File: config.mk
export PLATFORM = sky130hd
export DESIGN_NAME = texture_scan_loader
export DESIGN_NICKNAME = d
export VERILOG_FILES = /design/src/rtl/texture_scan_loader.sv
export SDC_FILE = /design/constraint.sdc
export NUM_CORES = 1
export LEC_CHECK = 0
export ABC_AREA = 1
export BUFFER_PORTS_ARGS = -buffer_cell sky130_fd_sc_hd__clkbuf_2
export CAP_MARGIN = 40
export CELL_PAD_IN_SITES_DETAIL_PLACEMENT = 0
export CELL_PAD_IN_SITES_GLOBAL_PLACEMENT = 1
export CORE_AREA = 2 2 65 98
export CTS_BUF_LIST = sky130_fd_sc_hd__clkbuf_16
export DETAILED_ROUTE_END_ITERATION = 6
export DIE_AREA = 0 0 67 100
export PLACE_DENSITY = 0.76
export SLEW_MARGIN = 20
export SYNTH_ARGS = -nofsm -noshare
export SYNTH_HDL_FRONTEND = slang
export SYNTH_SLANG_ARGS = --single-unit
export TNS_END_PERCENT = 30
File: constraint.sdc
create_clock -name clk -period 2.25 [get_ports clk]
set_input_delay 0.45 -clock clk [delete_from_list [all_inputs] [get_ports clk]]
set_output_delay 0.45 -clock clk [all_outputs]
set_load 0.005 [all_outputs]
File: src/rtl/texture_scan_loader.sv
// Texture-memory scan-chain loader: two-port round-robin arbiter feeding a
// two-phase serial shifter that emits {1, addr, data} frames followed by a latch strobe.
module texture_scan_loader #(
  parameter int ADDR_W     = 11,
  parameter int DATA_W     = 8,
  parameter int PHI_CYCLES = 1
) (
  input  logic              clk,
  input  logic              rst_n,
  input  logic              req0_valid,
  input  logic [ADDR_W-1:0] req0_addr,
  input  logic [DATA_W-1:0] req0_data,
  output logic              req0_ready,
  input  logic              req1_valid,
  input  logic [ADDR_W-1:0] req1_addr,
  input  logic [DATA_W-1:0] req1_data,
  output logic              req1_ready,
  output logic              sc_phi1,
  output logic              sc_phi2,
  output logic              sc_data,
  output logic              sc_latch,
  output logic              busy,
  output logic              done,
  output logic              done_id
);
  // state | meaning
  // IDLE  | waiting for a request; ready is offered to the granted port
  // SETUP | present next serial bit, both phases low
  // PHI1  | master phase high for PHI_CYCLES cycles
  // PHI2  | slave phase high for PHI_CYCLES cycles, then shift or finish
  // LATCH | one-cycle commit strobe and done pulse

  localparam int FRAME_W = 1 + ADDR_W + DATA_W;
  localparam int CNT_W   = $clog2(FRAME_W);
  localparam int PH_W    = (PHI_CYCLES > 1) ? $clog2(PHI_CYCLES) : 1;

  typedef enum logic [2:0] {S_IDLE, S_SETUP, S_PHI1, S_PHI2, S_LATCH} state_t;

  state_t               state_q, state_d;
  logic [FRAME_W-1:0]   shift_q, shift_d;
  logic [CNT_W-1:0]     bit_cnt_q, bit_cnt_d;
  logic [PH_W-1:0]      ph_cnt_q, ph_cnt_d;
  logic                 last_grant_q, last_grant_d;
  logic                 owner_q, owner_d;
  logic                 sc_phi1_q, sc_phi1_d;
  logic                 sc_phi2_q, sc_phi2_d;
  logic                 sc_data_q, sc_data_d;
  logic                 sc_latch_q, sc_latch_d;
  logic                 busy_q, busy_d;
  logic                 done_id_q, done_id_d;
  logic                 grant;
  logic                 hs;

  always_comb begin
    if (req0_valid && req1_valid) grant = ~last_grant_q;
    else                          grant = req1_valid;
  end

  // ready is gated by rst_n so it also drops immediately while reset is held
  assign req0_ready = rst_n && (state_q == S_IDLE) && req0_valid && !grant;
  assign req1_ready = rst_n && (state_q == S_IDLE) && req1_valid &&  grant;
  assign hs         = req0_ready || req1_ready;

  always_comb begin
    state_d      = state_q;
    shift_d      = shift_q;
    bit_cnt_d    = bit_cnt_q;
    ph_cnt_d     = ph_cnt_q;
    last_grant_d = last_grant_q;
    owner_d      = owner_q;
    case (state_q)
      S_IDLE: begin
        if (hs) begin
          shift_d      = grant ? {1'b1, req1_addr, req1_data} : {1'b1, req0_addr, req0_data};
          bit_cnt_d    = CNT_W'(FRAME_W - 1);
          last_grant_d = grant;
          owner_d      = grant;
          state_d      = S_SETUP;
        end
      end
      S_SETUP: begin
        ph_cnt_d = PH_W'(PHI_CYCLES - 1);
        state_d  = S_PHI1;
      end
      S_PHI1: begin
        if (ph_cnt_q == '0) begin
          ph_cnt_d = PH_W'(PHI_CYCLES - 1);
          state_d  = S_PHI2;
        end else begin
          ph_cnt_d = ph_cnt_q - PH_W'(1);
        end
      end
      S_PHI2: begin
        if (ph_cnt_q != '0) begin
          ph_cnt_d = ph_cnt_q - PH_W'(1);
        end else if (bit_cnt_q == '0) begin
          state_d = S_LATCH;
        end else begin
          shift_d   = {shift_q[FRAME_W-2:0], 1'b0};
          bit_cnt_d = bit_cnt_q - CNT_W'(1);
          state_d   = S_SETUP;
        end
      end
      S_LATCH: state_d = S_IDLE;
      default: state_d = S_IDLE;
    endcase
  end

  // outputs are decoded from the next state so they are flops aligned with state_q
  always_comb begin
    sc_phi1_d  = (state_d == S_PHI1);
    sc_phi2_d  = (state_d == S_PHI2);
    sc_latch_d = (state_d == S_LATCH);
    busy_d     = (state_d != S_IDLE);
    sc_data_d  = busy_d ? shift_d[FRAME_W-1] : 1'b0;
    done_id_d  = sc_latch_d ? owner_d : 1'b0;
  end

  always_ff @(posedge clk or negedge rst_n) begin
    if (!rst_n) begin
      state_q      <= S_IDLE;
      shift_q      <= '0;
      bit_cnt_q    <= '0;
      ph_cnt_q     <= '0;
      last_grant_q <= 1'b1;
      owner_q      <= 1'b0;
      sc_phi1_q    <= 1'b0;
      sc_phi2_q    <= 1'b0;
      sc_data_q    <= 1'b0;
      sc_latch_q   <= 1'b0;
      busy_q       <= 1'b0;
      done_id_q    <= 1'b0;
    end else begin
      state_q      <= state_d;
      shift_q      <= shift_d;
      bit_cnt_q    <= bit_cnt_d;
      ph_cnt_q     <= ph_cnt_d;
      last_grant_q <= last_grant_d;
      owner_q      <= owner_d;
      sc_phi1_q    <= sc_phi1_d;
      sc_phi2_q    <= sc_phi2_d;
      sc_data_q    <= sc_data_d;
      sc_latch_q   <= sc_latch_d;
      busy_q       <= busy_d;
      done_id_q    <= done_id_d;
    end
  end

  assign sc_phi1  = sc_phi1_q;
  assign sc_phi2  = sc_phi2_q;
  assign sc_data  = sc_data_q;
  assign sc_latch = sc_latch_q;
  assign done     = sc_latch_q;
  assign busy     = busy_q;
  assign done_id  = done_id_q;

endmodule

==> results of run 1 <==
critical path, cell delays in order, from the launching register on:
cell     delay (ns)
dfrtp_1        0.38
inv_1          0.12
ha_1           0.15
inv_1          0.03
nor2_1         0.10
nand2_2        0.10
nand2_4        0.24
inv_2          0.23
nand2_1        0.11
nand2_1        0.07
nor2_2         0.11
nor2_1         0.06
cell families after synthesis:
| logic type | synth area share |
|---|---|
| and+or+nand+nor | 0.412 |
| DFF | 0.457 |
| buffers and inverters | 0.0880 |
| AOI/OAI and AO/OA | 0.0310 |
| adders and majority gates | 0.0127 |
worst min path at each step:
| stage | depth (start not counted) | start | to |
|---|---|---|---|
| after floorplan | 0 | rst_n | bit_cnt_q[0] |
| after CTS | 2 | rst_n | sc_phi1 |
| after detailed placement | 2 | rst_n | sc_phi1 |
| after global placement | 2 | rst_n | shift_q[18] |
| final | 2 | rst_n | shift_q[8] |
| after global routing | 2 | rst_n | shift_q[18] |
layer usage:
| metal | GRT usage | vias to the layer above | share of wire |
|---|---|---|---|
| li1 | - | 903 | - |
| met1 | 0.182 | 799 | 0.42 |
| met2 | 0.273 | 35 | 0.53 |
| met3 | 0.0280 | 5 | 0.038 |
| met4 | 0.0534 | 0 | 0.015 |
| met5 | 0 | - | 0 |
power groups by stage:
stage / clock network (mW) / logic [mW] / registers [mW]
floorplan: 0 / 0.859 / 1.06
global placement: 0 / 1.06 / 1.08
detailed placement: 0 / 1.08 / 1.09
CTS: 0.780 / 1.09 / 1.08
global route: 0.809 / 1.24 / 1.11
finish: 0.758 / 1.06 / 1.08
stage by stage:
step / instance area [µm²] / std cells / hold WS [ns]
2_1_floorplan: 1980 / 250 / 0.154
3_3_place_gp: 2280 / 367 / 0.465
3_5_place_dp: 2280 / 367 / 0.469
4_1_cts: 2440 / 375 / 0.179
5_1_grt: 2440 / 375 / 0.201
6_report: 2440 / 375 / 0.178
Yosys cell counts:
cell / instances / area share
a21oi_1: 4 / 0.010
dfstp_2: 1 / 0.013
o21ai_2: 1 / 0.0044
nand2_2: 3 / 0.0095
inv_1: 17 / 0.032
dfrtp_1: 35 / 0.44
o21ai_0: 2 / 0.0051
o211ai_1: 1 / 0.0038
ha_1: 2 / 0.013
nand4_4: 1 / 0.011
o22ai_1: 1 / 0.0032
buf_2: 10 / 0.025
nand2_1: 84 / 0.16
nand3_2: 8 / 0.041
buf_6: 4 / 0.023
inv_2: 2 / 0.0038
nand3_1: 52 / 0.13
nor3b_1: 1 / 0.0038
nand3b_1: 1 / 0.0038
nor2_1: 9 / 0.017
nand2_4: 1 / 0.0057
nor3_1: 2 / 0.0051
nor2_2: 3 / 0.0095
nand4_1: 1 / 0.0032
a21oi_2: 1 / 0.0044
buf_4: 1 / 0.0038
nor2_4: 2 / 0.011
area by class of cell:
cell class / instances / area (µm²)
Clock inverter: 3 / 37.5
Multi-Input combinational cell: 180 / 900
Sequential cell: 36 / 902
Timing Repair Buffer: 58 / 310
Fill cell: 637 / 3520
Tap cell: 74 / 92.6
Clock buffer: 5 / 125
Inverter: 19 / 71.3
==> qor.yml, run 1 <==
cts:
  root_buffer: "clkbuf_16"
  cts_setup_buffers: 0
  cts_buffers: 5
  tritoncts: "built"
  cts_sinks: 36
  hold_buffers: 0
  clkLatencyLatePin_ns: 0.27
  htreeDepth: 2
  clockBufferDepth: 2
  cts_resized: 0
  clkSlewWorstSetupHoldPaths_ns: 0.05
worst_setup_path:
  reg2reg_to: "sc_data"
  end_kind: "flip-flop"
  reg2reg_depth: 11
  critPathMaxFanout: 23
  cp-start-kind: "flip-flop"
  critPathKind: "flip-flop to flip-flop"
  r2r-start: "bit_cnt_q[0]"
  startpoint: "bit_cnt_q[0]"
  rrSetupSlack_ns: 0.42
  worstSetupEndpoint: "sc_data"
  worst_ep_arrival_time_ns: 1.99
  crit_required_ns: 2.41
place:
  place_ws_ns: 0.383
  portBuffers: 50
  place_congestion: 0.759
  place_hpwl_um: 3370
yosys:
  synth-seq-cells: 36
  netlist_area_um2: 1980
  synth_cell_type_count: 27
  synth_seq_area_share: 0.457
  avgSynthCellArea_um2: 7.90
  syn_inst: 250
  yosysWarnings: 0
  synth_nets: 294
routing:
  drt.antenna.violating_nets: 0
  vias: 1742
  wl_per_cell_um: 11.9
  drt_iter0_markers: 67
  routed_wl_um: 4470
  drc: 0
  post_drt_via_cell_ratio: 4.65
  dr.pass1.iters: 4
cells_and_area:
  nets: 344
  drive_gt1_frac: 0.289
  layout_commonest_cell: "nand2_1"
  final_cell_mix: "84 x nand2_1, 52 x nand3_1, 50 x clkbuf_2, 35 x dfrtp_1, 17 x inv_1"
  syn_to_final_growth_pct: 23.4
  largest-register: "shift_q"
  finalCoreUtilization: 0.409
  antenna_cells: 0
  largest_reg_flops: 20
  reg_top3: "shift_q: 20 flops, bit_cnt_q: 5 flops, state_q: 3 flops"
global_routing:
  grt_pass1_vias: 1720
  grt_usage: 0.154
  grt_overflow_total: 0
  antenna_found_initial: 0
  grt_pass1_wl_um: 7910
  grt_max_degree: 24
power_and_ir_drop:
  switching_share: 0.363
  peakVddDrop_mv: 0.377
  comb_power_share: 0.365
  powerDensity_nw_per_um2: 1190
  seqPwrFrac: 0.373
  switchingPower_mw: 1.05
  finalPower_mw: 2.89
  p_int_mw: 1.84
  pwr-share-clk: 0.262
  p_leak_nw: 1.33
die:
  io_pins: 51
  rows: 35
  start_util: 0.332
  core_um2: 5960
  die_area_um2: 6700
  die_w_um: 67
  die_y_um: 100
sta:
  finClkSkew_ns: 0.00354
  drv_slew: 0
  fin_ws_ns: 0.423
  fin_tns_setup_ns: 0
  worstMarginPinSlew_ns: 0.371
  max_freq_ghz: 0.547
  slew_headroom: 0.752
  rsz0062_at_grt: "no"
  hold_viol: 0
  period_share: 0.812
  finalSetupViolCount: 0
  period_needed_ns: 1.83
flow_run:
  cap_violations: 0
min_path:
  hold_class: "input pin to asynchronous set/reset pin"
run_status:
  status: "finished clean"
No activity file was read; power rests on OpenSTA's default activity.
==> inputs of run 2 (changes only) <==
--- a/config.mk
+++ b/config.mk
@@ -5,16 +5,16 @@
 export SDC_FILE = /design/constraint.sdc
 export NUM_CORES = 1
 export LEC_CHECK = 0
-export ABC_AREA = 1
+export ABC_AREA = 0
 export BUFFER_PORTS_ARGS = -buffer_cell sky130_fd_sc_hd__clkbuf_2
 export CAP_MARGIN = 40
 export CELL_PAD_IN_SITES_DETAIL_PLACEMENT = 0
 export CELL_PAD_IN_SITES_GLOBAL_PLACEMENT = 1
-export CORE_AREA = 2 2 65 98
+export CORE_AREA = 2 2 63 95
 export CTS_BUF_LIST = sky130_fd_sc_hd__clkbuf_16
 export DETAILED_ROUTE_END_ITERATION = 6
-export DIE_AREA = 0 0 67 100
-export PLACE_DENSITY = 0.76
+export DIE_AREA = 0 0 65 97
+export PLACE_DENSITY = 0.77
 export SLEW_MARGIN = 20
 export SYNTH_ARGS = -nofsm -noshare
 export SYNTH_HDL_FRONTEND = slang
==> constraint.sdc (replaced) <==
create_clock -name clk -period 1.59 [get_ports clk]
set_input_delay 0.318 -clock clk [delete_from_list [all_inputs] [get_ports clk]]
set_output_delay 0.318 -clock clk [all_outputs]
set_load 0.005 [all_outputs]
==> qor.yml, run 2 <==
run_status:
  status: "finished with violations"  # was finished clean
  violations: "negative setup slack"
global_routing:
  grt_max_degree: 27  # was 24
  antenna_found_initial: 0  # unchanged
  grt_overflow_total: 0  # unchanged
  grt_pass1_wl_um: 7140  # was 7910 µm
  grt_pass1_vias: 1592  # was 1720
  grt_usage: 0.144  # was 0.154
cells_and_area:
  reg_top3: "shift_q: 20 flops, bit_cnt_q: 5 flops, state_q: 3 flops"  # unchanged
  finalCoreUtilization: 0.509  # was 0.409
  final_cell_mix: "49 x clkbuf_2, 35 x dfrtp_1, 24 x inv_1, 22 x nand3_1, 19 x mux2i_1"  # was 84 x nand2_1, 52 x nand3_1, 50 x clkbuf_2, 35 x dfrtp_1, 17 x inv_1
  finalInstanceArea_um2: 2750  # was 2440 µm²
  drive_gt1_frac: 0.465  # was 0.289
  largest_reg_flops: 20  # unchanged
  layout_commonest_cell: "clkbuf_2"  # was nand2_1
  syn_to_final_growth_pct: 45.7  # was 23.4%
  stdcell_count: 324  # was 375
  nets: 297  # was 344
  largest-register: "shift_q"  # unchanged
  antenna_cells: 0  # unchanged
worst_setup_path:
  crit_required_ns: 1.27  # was 2.41 ns
  path_cells: "buf_6, nor4b_4, nand2_1, nor2_1, buf_2"  # was inv_1, ha_1, inv_1, nor2_1, nand2_2, nand2_4, inv_2, nand2_1, nand2_1, nor2_2, nor2_1
  critPathMaxFanout: 5  # was 23
  critPathKind: "flip-flop to output pin"  # was flip-flop to flip-flop
  end_kind: "output pin"  # was flip-flop
  worst_path_largest_cell_delay_ns: 0.39  # was 0.38 ns
  worst_ep_arrival_time_ns: 1.45  # was 1.99 ns
  cp-start-kind: "flip-flop"  # unchanged
  cp_slowest_cell: "dfrtp_1"  # unchanged
power_and_ir_drop:
  p_leak_nw: 1.28  # was 1.33 nW
  peakVddDrop_mv: 0.844  # was 0.377 mV
  powerDensity_nw_per_um2: 1740  # was 1190 nW/µm²
cts:
  htreeDepth: 2  # unchanged
  tritoncts: "built"  # unchanged
  cts_sinks: 36  # unchanged
  hold_buffers: 0  # unchanged
  clkSlewWorstSetupHoldPaths_ns: 0.06  # was 0.05 ns
  cts_buffers: 5  # unchanged
  clkLatencyLatePin_ns: 0.28  # was 0.27 ns
  root_buffer: "clkbuf_16"  # unchanged
  clockBufferDepth: 2  # unchanged
sta:
  finClkSkew_ns: 0.00840  # was 0.00354 ns
  period_share: 1.11
  max_freq_ghz: 0.566
  finalSetupViolCount: 26  # was 0
  worstMarginPinSlew_ns: 0.351  # was 0.371 ns
  fin_hold_ws_ns: 0.0731  # was 0.178 ns
  fin_ws_ns: -0.176  # was 0.423 ns
  period_needed_ns: 1.77
  hold_viol: 0  # unchanged
  slew_headroom: 0.765  # was 0.752
  drv_slew: 0  # unchanged
  fin_tns_setup_ns: -3.44  # was 0 ns
  rsz0062_at_grt: "yes"  # was no
yosys:
  yosysWarnings: 0  # unchanged
  synth_seq_area_share: 0.477  # was 0.457
  yosysTopAreaCell: "dfrtp_1"  # unchanged
  ys_top_cells_by_count: "35 x dfrtp_1, 25 x inv_1, 23 x nand3_1, 19 x mux2i_1, 16 x o221ai_1"  # was 84 x nand2_1, 52 x nand3_1, 35 x dfrtp_1, 17 x inv_1, 10 x buf_2
  synth_cell_type_count: 36  # was 27
  netlist_area_um2: 1890  # was 1980 µm²
  yosys.area.top_type_share: 0.464  # was 0.443
  avgSynthCellArea_um2: 10.3  # was 7.90 µm²
  synth-seq-cells: 36  # unchanged
  synth_nets: 228  # was 294
  postSynth.asyncResetShare: 1.00  # unchanged
  yosysMostFrequentCell: "dfrtp_1"  # was nand2_1
  synth_area_leaders: "dfrtp_1 46%, mux2i_1 10%, o221ai_1 7.4%"  # was dfrtp_1 44%, nand2_1 16%, nand3_1 13%
  syn_inst: 184  # was 250
  ys.flop_type: "dfrtp_1"  # unchanged
  synth_edf_count: 0  # unchanged
routing:
  dr.pass1.iters: 4  # unchanged
  post_drt_via_cell_ratio: 5.04  # was 4.65
  vias: 1633  # was 1742
  drt.antenna.violating_nets: 0  # unchanged
  drt_iter0_markers: 53  # was 67
  drc: 0  # unchanged
  wl_per_cell_um: 13.5  # was 11.9 µm
  routed_wl_um: 4370  # was 4470 µm
place:
  portBuffers: 50  # unchanged
  place_hpwl_um: 2990  # was 3370 µm
  place_inst: 310  # was 367
  place_congestion: 0.754  # was 0.759
  dpl_cell_area_um2: 2360  # was 2280 µm²
die:
  die_area_um2: 6310  # was 6700 µm²
  io_pins: 51  # unchanged
  core_um2: 5410  # was 5960 µm²
  die_w_um: 65  # was 67 µm
  rows: 33  # was 35
  start_util: 0.349  # was 0.332
  die_y_um: 97  # was 100 µm
flow_run:
  cap_violations: 0  # unchanged
min_path:
  hold_class: "input pin to asynchronous set/reset pin"  # unchanged
run 2: changes by cell type in the layout (fill, tap and decap cells not counted), moves of 7 or more:
| cell | previous run | this run |
|---|---|---|
| o221ai_2 | 0 | 17 |
| nand3_1 | 52 | 22 |
| mux2i_1 | 0 | 19 |
| nand3_2 | 8 | 0 |
| buf_4 | 8 | 18 |
| inv_1 | 17 | 24 |
| nand2_1 | 84 | 3 |
run 2: cell type report:
type | count | area, µm²
multi-input cells | 108 | 983
clock inverters | 3 | 16.3
well taps | 70 | 87.6
fillers | 501 | 2660
clock buffers | 5 | 125
flip-flops and latches | 36 | 902
inverters | 25 | 93.8
repair buffers | 77 | 544
run 2: final timing paths:
path	from	end	slack, ns	cells after the start
setup / recovery	state_q[0]	req0_ready	-0.18	5
hold / removal	rst_n	done	0.07	3
setup reg to reg	state_q[0]	shift_q[14]	-0.17	5
hold reg to reg	shift_q[16]	shift_q[17]	0.52	2
max in group asynchronous	rst_n	bit_cnt_q[3]	1.19	3
min in group clk	req0_valid	last_grant_q	0.30	2
run 2: power breakdown:
group	internal (mW)	switching [mW]
Combinational	1.19	1.11
Sequential	1.31	0.241
Clock	0.571	0.364
run 2: what timing repair did:
item / 4_1_cts / 5_1_grt
cloned: 0 / 1
setup buffers: 3 / 2
setup endpoints to repair: 29 / 30
pin swaps: 3 / 5
resized for setup: 18 / 20
run 2: kinds of logic (layout without fill, tap and decap cells):
kind of cell / count (synthesis) / in the layout / synth area share
muxes: 19 / 19 / 0.101
and+or+nand+nor: 47 / 47 / 0.146
xor gates and xnor gates: 1 / 1 / 0.00464
DFF: 36 / 36 / 0.477
AOI/OAI and AO/OA: 39 / 39 / 0.160
adders and majority gates: 2 / 2 / 0.0132
buffers and inverters: 40 / 110 / 0.0973
run 2: metal layers:
| layer | vias up | global-route usage | part of all wire |
|---|---|---|---|
| li1 | 797 | - | - |
| met1 | 797 | 0.171 | 0.39 |
| met2 | 35 | 0.250 | 0.56 |
| met3 | 4 | 0.0349 | 0.038 |
| met4 | 0 | 0.0491 | 0.0094 |
| met5 | - | 0 | 0 |
run 2: critical path, delay by kind of cell, from the launching register on:
kind,cells,cell delay (ns)
flip-flops,1,0.39
buffers and inverters,2,0.24
AND/OR/NAND/NOR,3,0.54
run 2: per-stage QoR:
step	power, mW	setup slack (ns)
6_report	4.79	-0.176
5_1_grt	5.13	-0.255
4_1_cts	4.41	-0.203
3_5_place_dp	3.35	-0.0960
3_3_place_gp	3.30	-0.0326
2_1_floorplan	2.73	-0.0653
==> inputs of run 3 (changes only) <==
==> config.mk (replaced) <==
export PLATFORM = sky130hd
export DESIGN_NAME = texture_scan_loader
export DESIGN_NICKNAME = d
export VERILOG_FILES = /design/src/rtl/texture_scan_loader.sv
export SDC_FILE = /design/constraint.sdc
export NUM_CORES = 1
export LEC_CHECK = 0
export ABC_AREA = 1
export BUFFER_PORTS_ARGS = -buffer_cell sky130_fd_sc_hd__clkbuf_2
export CAP_MARGIN = 40
export CORE_AREA = 2 2 65 98
export CTS_BUF_LIST = sky130_fd_sc_hd__clkbuf_16
export DETAILED_ROUTE_END_ITERATION = 6
export DIE_AREA = 0 0 67 100
export PLACE_DENSITY = 0.61
export SLEW_MARGIN = 20
export SYNTH_ARGS = -nofsm -noshare
export SYNTH_HDL_FRONTEND = slang
export SYNTH_SLANG_ARGS = --single-unit
export TNS_END_PERCENT = 30
==> qor.yml, run 3 (synthesis results as in run 1) <==
sta:
  finalSetupViolCount: 0  # was 26
  fin_hold_ws_ns: 0.0477  # was 0.0731 ns
  max_freq_ghz: 0.652  # was 0.566 GHz
  slew_headroom: 0.772  # was 0.765
  worstMarginPinSlew_ns: 0.342  # was 0.351 ns
  period_share: 0.965  # was 1.11
  drv_slew: 0  # unchanged
  period_needed_ns: 1.53  # was 1.77 ns
  finClkSkew_ns: 0.00270  # was 0.00840 ns
  hold_viol: 0  # unchanged
  fin_ws_ns: 0.0551  # was -0.176 ns
cells_and_area:
  syn_to_final_growth_pct: 26.7  # was 45.7%
  final_cell_mix: "83 x nand2_1, 52 x nand3_1, 49 x clkbuf_2, 34 x dfrtp_1, 15 x inv_1"  # was 49 x clkbuf_2, 35 x dfrtp_1, 24 x inv_1, 22 x nand3_1, 19 x mux2i_1
  reg_top3: "shift_q: 20 flops, bit_cnt_q: 5 flops, state_q: 3 flops"  # unchanged
  layout_commonest_cell: "nand2_1"  # was clkbuf_2
  antenna_cells: 0  # unchanged
  drive_gt1_frac: 0.317  # was 0.465
  largest_reg_flops: 20  # unchanged
  finalCoreUtilization: 0.420  # was 0.509
  nets: 349  # was 297
  largest-register: "shift_q"  # unchanged
  stdcell_count: 380  # was 324
  fill_cells: 629  # was 501
run_status:
  status: "finished clean"  # was finished with violations
cts:
  cts_buffers: 5  # unchanged
  root_buffer: "clkbuf_16"  # unchanged
  clkLatencyLatePin_ns: 0.28  # about the same
  clockBufferDepth: 2  # unchanged
  htreeDepth: 2  # unchanged
  clkSlewWorstSetupHoldPaths_ns: 0.05  # was 0.06 ns
  cts_sinks: 36  # unchanged
  tritoncts: "built"  # unchanged
worst_setup_path:
  worst_ep_arrival_time_ns: 1.22  # was 1.45 ns
  reg2reg_to: "shift_q[1]"  # was shift_q[14]
  cp-start-kind: "flip-flop"  # unchanged
  critPathMaxFanout: 2  # was 5
  rrSetupSlack_ns: 0.11  # was -0.17 ns
  crit_required_ns: 1.27  # about the same
  end_kind: "output pin"  # unchanged
  critPathKind: "flip-flop to output pin"  # unchanged
  reg2reg_depth: 6  # was 5
  r2r-start: "state_q[1]"  # was state_q[0]
place:
  place_inst: 369  # was 310
  place_congestion: 0.758  # was 0.754
  place_hpwl_um: 3340  # was 2990 µm
  portBuffers: 50  # unchanged
  place_ws_ns: 0.0366  # was -0.0960 ns
power_and_ir_drop:
  peakVddDrop_mv: 0.558  # was 0.844 mV
  p_leak_nw: 1.35  # was 1.28 nW
  powerDensity_nw_per_um2: 1660  # was 1740 nW/µm²
global_routing:
  grt_max_degree: 28  # was 27
  grt_overflow_total: 0  # unchanged
  antenna_found_initial: 0  # unchanged
  grt_usage: 0.151  # was 0.144
  grt_pass1_wl_um: 7650  # was 7140 µm
  grt_pass1_vias: 1697  # was 1592
die:
  die_y_um: 100  # was 97 µm
  die_area_um2: 6700  # was 6310 µm²
  die_w_um: 67  # was 65 µm
  io_pins: 51  # unchanged
  start_util: 0.332  # was 0.349
  rows: 35  # was 33
  core_um2: 5960  # was 5410 µm²
min_path:
  hold_class: "input pin to asynchronous set/reset pin"  # unchanged
routing:
  drt_iter0_markers: 72  # was 53
  vias: 1796  # was 1633
  post_drt_via_cell_ratio: 4.73  # was 5.04
  wl_per_cell_um: 12.0  # was 13.5 µm
  dr.pass1.iters: 4  # unchanged
  drt.antenna.violating_nets: 0  # unchanged
  routed_wl_um: 4550  # was 4370 µm
  drc: 0  # unchanged
flow_run:
  cap_violations: 0  # unchanged
[run 3: changes by cell type in the layout (fill, tap and decap cells not counted), moves of 3 or more]
cell,previous run,this run
buf_6,3,0
buf_12,5,2
nor2_4,0,3
mux2i_1,19,0
buf_4,18,9
nand3_1,22,52
o221ai_2,17,0
nand2_1,3,83
nand2_2,0,4
nand3_2,0,8
inv_1,24,15
[run 3: power breakdown]
| part | internal, mW | switching (mW) |
|---|---|---|
| combinational | 0.685 | 0.980 |
| sequential | 1.31 | 0.236 |
| clock | 0.568 | 0.365 |
[run 3: how the worst max path moves through the flow]
stage                            start    endpoint  slack, ns  cells after the start
after global routing        state_q[1]  req1_ready     -0.003                      4
final                     last_grant_q  req1_ready       0.06                      4
after floorplan             state_q[1]  req0_ready       0.18                      5
after CTS                 last_grant_q  req0_ready      0.007                      4
after global placement    bit_cnt_q[0]     sc_data       0.08                     11
after detailed placement  bit_cnt_q[0]     sc_data       0.04                     11
[run 3: layout make-up]
class                   instances  area [µm²]  share of cell area
clock buffers                   5         125              0.0500
clock inverters                 3        13.8             0.00550
inverters                      19        76.3              0.0305
multi-input cells             180         910               0.363
flip-flops and latches         36         903               0.361
well taps                      74        92.6              0.0370
repair buffers                 63         383               0.153
[run 3: worst max-delay path, cell delays in order, from the launching register on]
cell	delay, ns
dfstp_2	0.54
nand2_2	0.06
nand2_1	0.16
nor2_2	0.07
clkbuf_2	0.11
[run 3: repair_timing]
item                                   in CTS  in global routing
setup endpoints to repair                   1                 14
setup buffers                               2                  0
resized for setup                           2                 10
pin swaps                                   1                  2
endpoints found under the hold margin       1                  0
hold buffers                                1                  0
[run 3: through the flow]
step	area [µm²]	TNS, ns	total power [mW]
2_1_floorplan	1980	0	2.71
3_3_place_gp	2320	0	3.12
3_5_place_dp	2320	0	3.17
4_1_cts	2490	0	4.14
5_1_grt	2500	-0.00300	4.50
6_report	2500	0	4.15
[run 3: layer usage]
metal  vias up  routed length, µm  GRT usage
met5         -                  0          0
met4         0                 79     0.0518
met3         6                197     0.0336
met2        37               2290      0.257
met1       842               1990      0.185
li1        911                  -          -
